**config.mk**
```make
export PLATFORM = sky130hd
export DESIGN_NAME = frame_ram_arbiter
export DESIGN_NICKNAME = d
export VERILOG_FILES = /design/src/rtl/frame_ram_arbiter.sv
export SDC_FILE = /design/constraint.sdc
export NUM_CORES = 1
export LEC_CHECK = 0
export ABC_AREA = 1
export BUFFER_PORTS_ARGS = -buffer_cell sky130_fd_sc_hd__buf_2
export CAP_MARGIN = 5
export CORE_UTILIZATION = 50
export CTS_BUF_LIST = sky130_fd_sc_hd__clkbuf_4 sky130_fd_sc_hd__clkbuf_8 sky130_fd_sc_hd__clkbuf_16
export DETAILED_ROUTE_END_ITERATION = 7
export PLACE_DENSITY_LB_ADDON = 0.2
export SYNTH_ARGS = -nofsm -noshare
export SYNTH_HDL_FRONTEND = slang
export SYNTH_SLANG_ARGS = --single-unit
```
**constraint.sdc**
```tcl
create_clock -name clk -period 4.6 [get_ports clk]
set_clock_uncertainty 0.15 [all_clocks]
set_input_delay 0.46 -clock clk [delete_from_list [all_inputs] [get_ports clk]]
set_output_delay 0.46 -clock clk [all_outputs]
set_load 0.05 [all_outputs]
```
**src/rtl/frame_ram_arbiter.sv**
```systemverilog
// frame_ram_arbiter: shares the single-port tile frame RAM between the video
// tile fetch and NREQ game-logic writers. Writes are granted round-robin
// inside the write window. A clear sequencer can wipe the whole frame.
// Optional macro FRAME_RMW_EN: each grant first reads the old tile
// (IDLE -> RD -> RDW -> WRITE) and presents it on old_data in the ack cycle.
module frame_ram_arbiter #(
  parameter int NREQ      = 3,
  parameter int ADDR_W    = 13,
  parameter int DATA_W    = 3,
  parameter int DEPTH     = 4800,
  parameter int CLEAR_VAL = 0
) (
  input  logic                     clk,
  input  logic                     rstn,
  input  logic                     win,
  input  logic [ADDR_W-1:0]        vid_addr,
  input  logic [NREQ-1:0]          req,
  input  logic [NREQ*ADDR_W-1:0]   wr_addr,
  input  logic [NREQ*DATA_W-1:0]   wr_data,
  output logic [NREQ-1:0]          ack,
  output logic [DATA_W-1:0]        old_data,
  input  logic                     clear_req,
  output logic                     clear_busy,
  output logic                     clear_done,
  output logic [ADDR_W-1:0]        ram_addr,
  output logic                     ram_we,
  output logic [DATA_W-1:0]        ram_wdata,
  input  logic [DATA_W-1:0]        ram_rdata
);

  localparam int IDX_W = (NREQ > 1) ? $clog2(NREQ) : 1;
  localparam logic [ADDR_W-1:0] LAST_ADDR = ADDR_W'(DEPTH - 1);
  localparam logic [DATA_W-1:0] CLR_DATA  = DATA_W'(CLEAR_VAL);

  typedef enum logic [2:0] {S_IDLE, S_WRITE, S_CLEAR, S_RD, S_RDW} state_t;

  state_t            r_state;
  state_t            w_state_next;
  logic [IDX_W-1:0]  r_rr;
  logic [IDX_W-1:0]  r_g;
  logic [IDX_W-1:0]  w_g;
  logic [IDX_W-1:0]  w_rr_next;
  logic              w_any;
  logic              w_grant;
  logic [ADDR_W-1:0] r_clr_cnt;
  logic              r_clear_pend;
  logic              r_clear_done;
  logic              w_clear_pend;
  logic [ADDR_W-1:0] w_wr_addr [NREQ];
  logic [DATA_W-1:0] w_wr_data [NREQ];

  // Unpack the per-requester address/data buses.
  for (genvar gi = 0; gi < NREQ; gi++) begin : g_unpack
    assign w_wr_addr[gi] = wr_addr[gi*ADDR_W +: ADDR_W];
    assign w_wr_data[gi] = wr_data[gi*DATA_W +: DATA_W];
  end

  // A clear request seen this cycle counts as pending immediately.
  assign w_clear_pend = r_clear_pend | clear_req;
  assign w_grant      = (r_state == S_IDLE) && !w_clear_pend && win && w_any;
  assign w_rr_next    = (w_g == IDX_W'(NREQ - 1)) ? '0 : w_g + 1'b1;
  assign clear_done   = r_clear_done;

  // Round-robin search: first requester at or above the pointer, wrapping.
  always_comb begin
    logic [IDX_W:0] sum;
    sum   = '0;
    w_g   = r_rr;
    w_any = 1'b0;
    for (int i = 0; i < NREQ; i++) begin
      sum = {1'b0, r_rr} + (IDX_W+1)'(i);
      if (sum >= (IDX_W+1)'(NREQ)) sum = sum - (IDX_W+1)'(NREQ);
      if (!w_any && req[sum[IDX_W-1:0]]) begin
        w_any = 1'b1;
        w_g   = sum[IDX_W-1:0];
      end
    end
  end

  // State register.
  always_ff @(posedge clk) begin
    if (!rstn) r_state <= S_IDLE;
    else       r_state <= w_state_next;
  end

  // Next state and RAM mux; reset gates the strobes so an aborted grant never acks.
  always_comb begin
    w_state_next = r_state;
    ram_we       = 1'b0;
    ram_addr     = vid_addr;
    ram_wdata    = w_wr_data[r_g];
    ack          = '0;
    clear_busy   = 1'b0;
    case (r_state)
      S_IDLE: begin
        if (w_clear_pend) begin
          w_state_next = S_CLEAR;
        end else if (win && w_any) begin
`ifdef FRAME_RMW_EN
          w_state_next = S_RD;
`else
          w_state_next = S_WRITE;
`endif
        end
      end
`ifdef FRAME_RMW_EN
      S_RD: begin
        ram_addr     = w_wr_addr[r_g];
        w_state_next = S_RDW;
      end
      S_RDW: begin
        w_state_next = S_WRITE;
      end
`endif
      S_WRITE: begin
        // The write completes even if the window has just closed.
        ram_we       = rstn;
        ram_addr     = w_wr_addr[r_g];
        ack[r_g]     = rstn;
        w_state_next = S_IDLE;
      end
      S_CLEAR: begin
        clear_busy = 1'b1;
        if (win) begin
          ram_we    = rstn;
          ram_addr  = r_clr_cnt;
          ram_wdata = CLR_DATA;
          if (r_clr_cnt == LAST_ADDR) w_state_next = S_IDLE;
        end
      end
      default: w_state_next = S_IDLE;
    endcase
  end

  // Grant latch, round-robin pointer, clear counter and clear handshake.
  always_ff @(posedge clk) begin
    if (!rstn) begin
      r_rr         <= '0;
      r_g          <= '0;
      r_clr_cnt    <= '0;
      r_clear_pend <= 1'b0;
      r_clear_done <= 1'b0;
    end else begin
      r_clear_done <= (r_state == S_CLEAR) && win && (r_clr_cnt == LAST_ADDR);
      if (r_state == S_CLEAR || (r_state == S_IDLE && w_clear_pend))
        r_clear_pend <= 1'b0;
      else if (clear_req)
        r_clear_pend <= 1'b1;
      if (w_grant) begin
        r_g  <= w_g;
        r_rr <= w_rr_next;
      end
      if (r_state == S_CLEAR && win)
        r_clr_cnt <= (r_clr_cnt == LAST_ADDR) ? '0 : r_clr_cnt + 1'b1;
    end
  end

`ifdef FRAME_RMW_EN
  logic [DATA_W-1:0] r_old_data;

  // Capture the old tile once the RAM read latency has elapsed.
  always_ff @(posedge clk) begin
    if (!rstn)                 r_old_data <= '0;
    else if (r_state == S_RDW) r_old_data <= ram_rdata;
  end

  assign old_data = r_old_data;
`else
  logic w_unused_rdata;
  assign w_unused_rdata = ^ram_rdata;
  assign old_data       = '0;
`endif

endmodule
```
Word level (Yosys, flattened, before mapping)
Index checks and enable logic that the tools add are counted. W data, S select, Z words.

Memories: 0. Bits in registers: 22. Word-level logic and storage cells: 88. Bits in latches: 0. Output and inout bits: 25. Bits in writable memories: 0. Input bits: 71. Bits in read-only memories: 0.

Add/sub/neg operators: 7. Mux-type cells: 38. Bitwise operators: 4. Shift-type cells: 0. Reduce and logical (&&, ||, !) cells: 17. Equal/unequal tests: 7. Magnitude comparators: 9. Multiply operators: 0. Div/mod/pow operators: 0.

Operators by type and width (count): $mux W13 (4); $mux W3 (9); $bmux W13 S2 (1); $pmux W13 S2 (1); $mux W2 (7); $add A13 B1 Y13 const B (1); $eq A13 B13 Y1 const B (1); $lt A2 B3 Y1 const B (4); $logic_and A1 B1 Y1 (10); $mux W1 (9); $bmux W1 S2 (3); $bmux W3 S2 (1); $ge A3 B2 Y1 const B (2); $pmux W3 S2 (1); $sub A2 B2 Y2 const B (3); $ne A2 B2 Y1 const B (2); $add A2 B1 Y3 const B (1); $add A2 B2 Y3 const B (1); $and A3 B3 Y3 (1); $eq A3 B1 Y1 const B (1); $eq A3 B2 Y1 const B (1); $ge A3 B3 Y1 const B (1); $logic_not A1 Y1 (3); $logic_not A3 Y1 (1); other kinds (13) (13).

Depth between registers and ports, before layout
Word-level depth: 15. Depth in mapped cells: 14. Mapped depth without buffers: 14.

Worst setup path after synthesis
Ideal clock, no wire load.

Kind: register to output. Start point: register r_state[0]. End point: output port ram_addr[0]. Slack: 1.573 ns. Arrival time: 2.417 ns. Cell stages (with the launch flop): 9. Cell sequence: dfxtp_1 inv_1 ha_1 nand2_4 inv_2 buf_2 buf_2 a22oi_1 o22ai_1.

Cells in the longest elaborated chain, start to end: 2. Elaborated cells between the ends (all ways): 3.

RTL lines: start, declared (line 37) `state_t r_state;`; start signal, assigned (line 83) `else r_state <= w_state_next;`; $eq A3 B2 Y1 or $eq A3 B1 Y1 (tied branches) (line 94) `case (r_state)`; $pmux W13 S2 (*) (line 94); end, declared (line 25) `output logic [ADDR_W-1:0] ram_addr,`.

Mark *: on every way between the ends. The rest lies on a longest branch, timed or not.

Worst setup path after layout
Start point: register r_g[1]. End point: output port ram_addr[4].

Cells in the longest elaborated chain, start to end: 5.

RTL lines: start, declared (line 40) `logic [IDX_W-1:0] r_g;`; start signal, assigned (line 150) `r_g <= w_g;`; $not A2 Y3 (not written as such) (line 118) `ram_addr = w_wr_addr[r_g];`; $bmux W13 S2 (line 118); $mux W13 (not written as such) (2 in a row) (line 118); $pmux W13 S2 (line 94).

No other way between the ends. The select of a mux whose other input is x is not followed.

==> results_dict.tcl <==
set metrics [dict create \
    grtUsageTotal 0.284 \
    synth.distinct_cells 30 \
    crit_chain "clkinv_1, nand3_1, nand3_1, a22oi_1, o22ai_1, buf_2" \
    fin_cells 450 \
    cts_root_buf "clkbuf_8" \
    place.gp.congestion 0.803 \
    detail_route.iter0.violations 198 \
    swShare 0.479 \
    synthMostInstantiatedCell "nand3_1" \
    max-cap-violations 0 \
    critPathArrivalTime_ns 2.55 \
    drt_first_pass_iters 5 \
    routed_wl_mm 5.53 \
    clk_pin_slew_ns 0.07 \
    peakVddDrop_mv 0.249 \
    postCtsHoldBufs 0 \
    cts_max_path_buffers 2 \
    seqPwrFrac 0.298 \
    ys_seq_area_frac 0.214 \
    cts_max_level 1 \
    route.detailed.drc 0 \
    min_period_over_period 0.687 \
    area_delta_synth_final_pct 24.5 \
    total_power_mw 0.697 \
    critPathKind "reg -> out" \
    holdWs_ns 0.314 \
    maxSlewHeadroom 0.275 \
    grt_pass1_wl_mm 9.32 \
    hold_viol 0 \
    cts_sinks 21 \
    async_flop_share 0 \
    grt_start_max_net_pins 22 \
    setup_viol 0 \
    ctsResizeCount 0 \
    synth_area_sq_um 1960 \
    path_delay_family "buffers and inverters" \
    detail_route.wl_per_cell_microns 12.3 \
    max_freq_mhz 316 \
    ys_warn_count 0 \
    nets 482 \
    status "completed" \
    crit_path_frequent_cell "nand3_1" \
    fin_tns_setup_ns 0 \
    initial_core_util 0.529 \
    overflow 0 \
    grt_pass1_vias 2158 \
    clkPwrFrac 0.184 \
    critical_path_buf_inv_count 2 \
    p_sw_mw 0.334 \
    dp_hpwl_mm 4.21 \
    dpl_worst_slack_ns 1.73 \
    p_leak_nw 1.25 \
    synthTopCellsByCount "70 x nand3_1, 67 x nand2_1, 41 x inv_1" \
    layout-drive-gt1-share 0.281 \
    yosys-top-cells-area "dfxtp_1 21%, nand3_1 18%, nand2_1 13%, inv_1 7.8%, ha_1 5.1%" \
    io_pins 96 \
    worst_setup_path_start_kind "flop" \
    hold_path.class "in -> reg" \
    antenna_left 0 \
    die_area_sq_um 4180 \
    rsz0062_at_grt "false" \
    coreArea_sq_um 3720 \
    slew_violations 0 \
    tightest_slew_ns 1.08 \
    max_stage_delay_ns 0.80 \
    syn_area_per_cell_sq_um 6.08 \
    yosysTopAreaCell "dfxtp_1" \
    via_per_inst 5.30 \
    antenna_found_initial 0 \
    cts_tree "built" \
    post_cts_buffers 0 \
    cts_made_buffers 3 \
    required_ns 3.99 \
    clock_latency_ns 0.26 \
    synth_top_area_frac 0.214 \
    place_inst 446 \
    via_count 2386 \
    numPortBuffers 89 \
    synth_edf_count 0 \
    dieHeight_microns 64.7 \
    rows 22 \
    end_kind "output port" \
    p_int_mw 0.363 \
    timing.final.ws_setup_ns 1.44 \
    diodes 0 \
    crit_slowest_cell "dfxtp_1" \
    postSynthCellCount 323 \
    p_per_area_nw_per_um2 285 \
    finalCriticalPeriod_ns 3.16 \
    chipWidth_microns 64.7 \
    ys_ff_latch 21 \
    ys.flop_type "dfxtp_1" \
    power_frac_comb 0.519 \
    cp_max_fo 21 \
]
-- through the flow --
| stage | area, sq um | utilization |
|---|---|---|
| global placement | 2400 | 0.645 |
| CTS | 2450 | 0.658 |
| finish | 2450 | 0.658 |
| global route | 2450 | 0.658 |
| floorplan | 1970 | - |
| detailed placement | 2400 | 0.645 |
-- logic make-up after synthesis --
| group | count (synthesis) | synth area share |
|---|---|---|
| other cells | 1 | 0.00191 |
| compound gates | 45 | 0.143 |
| xor+xnor | 7 | 0.0312 |
| fa+ha+maj | 8 | 0.0510 |
| flops | 21 | 0.214 |
| simple gates | 176 | 0.425 |
| buf+inv | 65 | 0.134 |
-- power by group through the flow --
stage          logic [mW]  clock network, mW  registers, mW
6_report            0.362              0.128          0.207
5_1_grt             0.398              0.141          0.210
4_1_cts             0.363              0.130          0.207
3_5_place_dp        0.361                  0          0.212
3_3_place_gp        0.358                  0          0.211
2_1_floorplan       0.286                  0          0.199
-- layout by cell type (no fill, tap or decap), types with 3 or more instances in the layout --
cell | netlist | routed
nor3_1 | 6 | 6
a21oi_1 | 11 | 11
nor2_1 | 18 | 18
nor2_4 | 3 | 3
nand2_1 | 67 | 67
o21ai_0 | 5 | 5
o22ai_1 | 12 | 12
a22oi_1 | 12 | 12
a211oi_1 | 3 | 3
conb_1 | 1 | 3
inv_1 | 41 | 41
nand3_1 | 70 | 70
buf_2 | 7 | 89
inv_2 | 6 | 6
nand2_2 | 5 | 5
xor2_1 | 5 | 5
clkbuf_8 | 0 | 3
dfxtp_1 | 21 | 21
ha_1 | 8 | 8
-- worst paths after layout --
path | slack (ns) | endpoint | depth (start not counted) | from
hold / removal | 0.31 | r_g[1] | 3 | rstn
setup reg to reg | 2.42 | r_clr_cnt[11] | 10 | r_state[0]
setup / recovery | 1.44 | ram_addr[4] | 6 | r_g[1]
hold reg to reg | 0.34 | r_state[1] | 2 | r_state[1]
-- flip-flops by register name, summed over array words and instances (netlist names) --
signal and count:
r_clr_cnt 13, r_g 2, r_rr 2, r_state 2
clear_done 1, r_clear_pend 1
-- worst register-to-register path, stage by stage, from the launching register on --
cell and delay, ns:
dfxtp_1 0.33, inv_1 0.08, ha_1 0.28, nand2_4 0.15, inv_2 0.28, nand2_1 0.15
nor2_4 0.15, nand2_2 0.09, nor3_1 0.21, a21oi_1 0.10, o21a_1 0.11
-- cell type report --
type                            count  area, sq um
Multi-Input combinational cell    239         1290
Inverter                           49          184
Fill cell                         359         1270
Timing Repair Buffer               89          445
Tap cell                           48         60.1
Clock buffer                        4         48.8
Sequential cell                    21          420
-- routing by layer --
metal,wire [microns],part of all wire,vias to the layer above,track usage
met5,0,0,-,0
met1,2340,0.42,1052,0.350
met2,2630,0.48,100,0.493
met4,102,0.018,0,0.0944
met3,457,0.083,12,0.0511
li1,-,-,1222,-
Power figures use the tool's default switching activity.
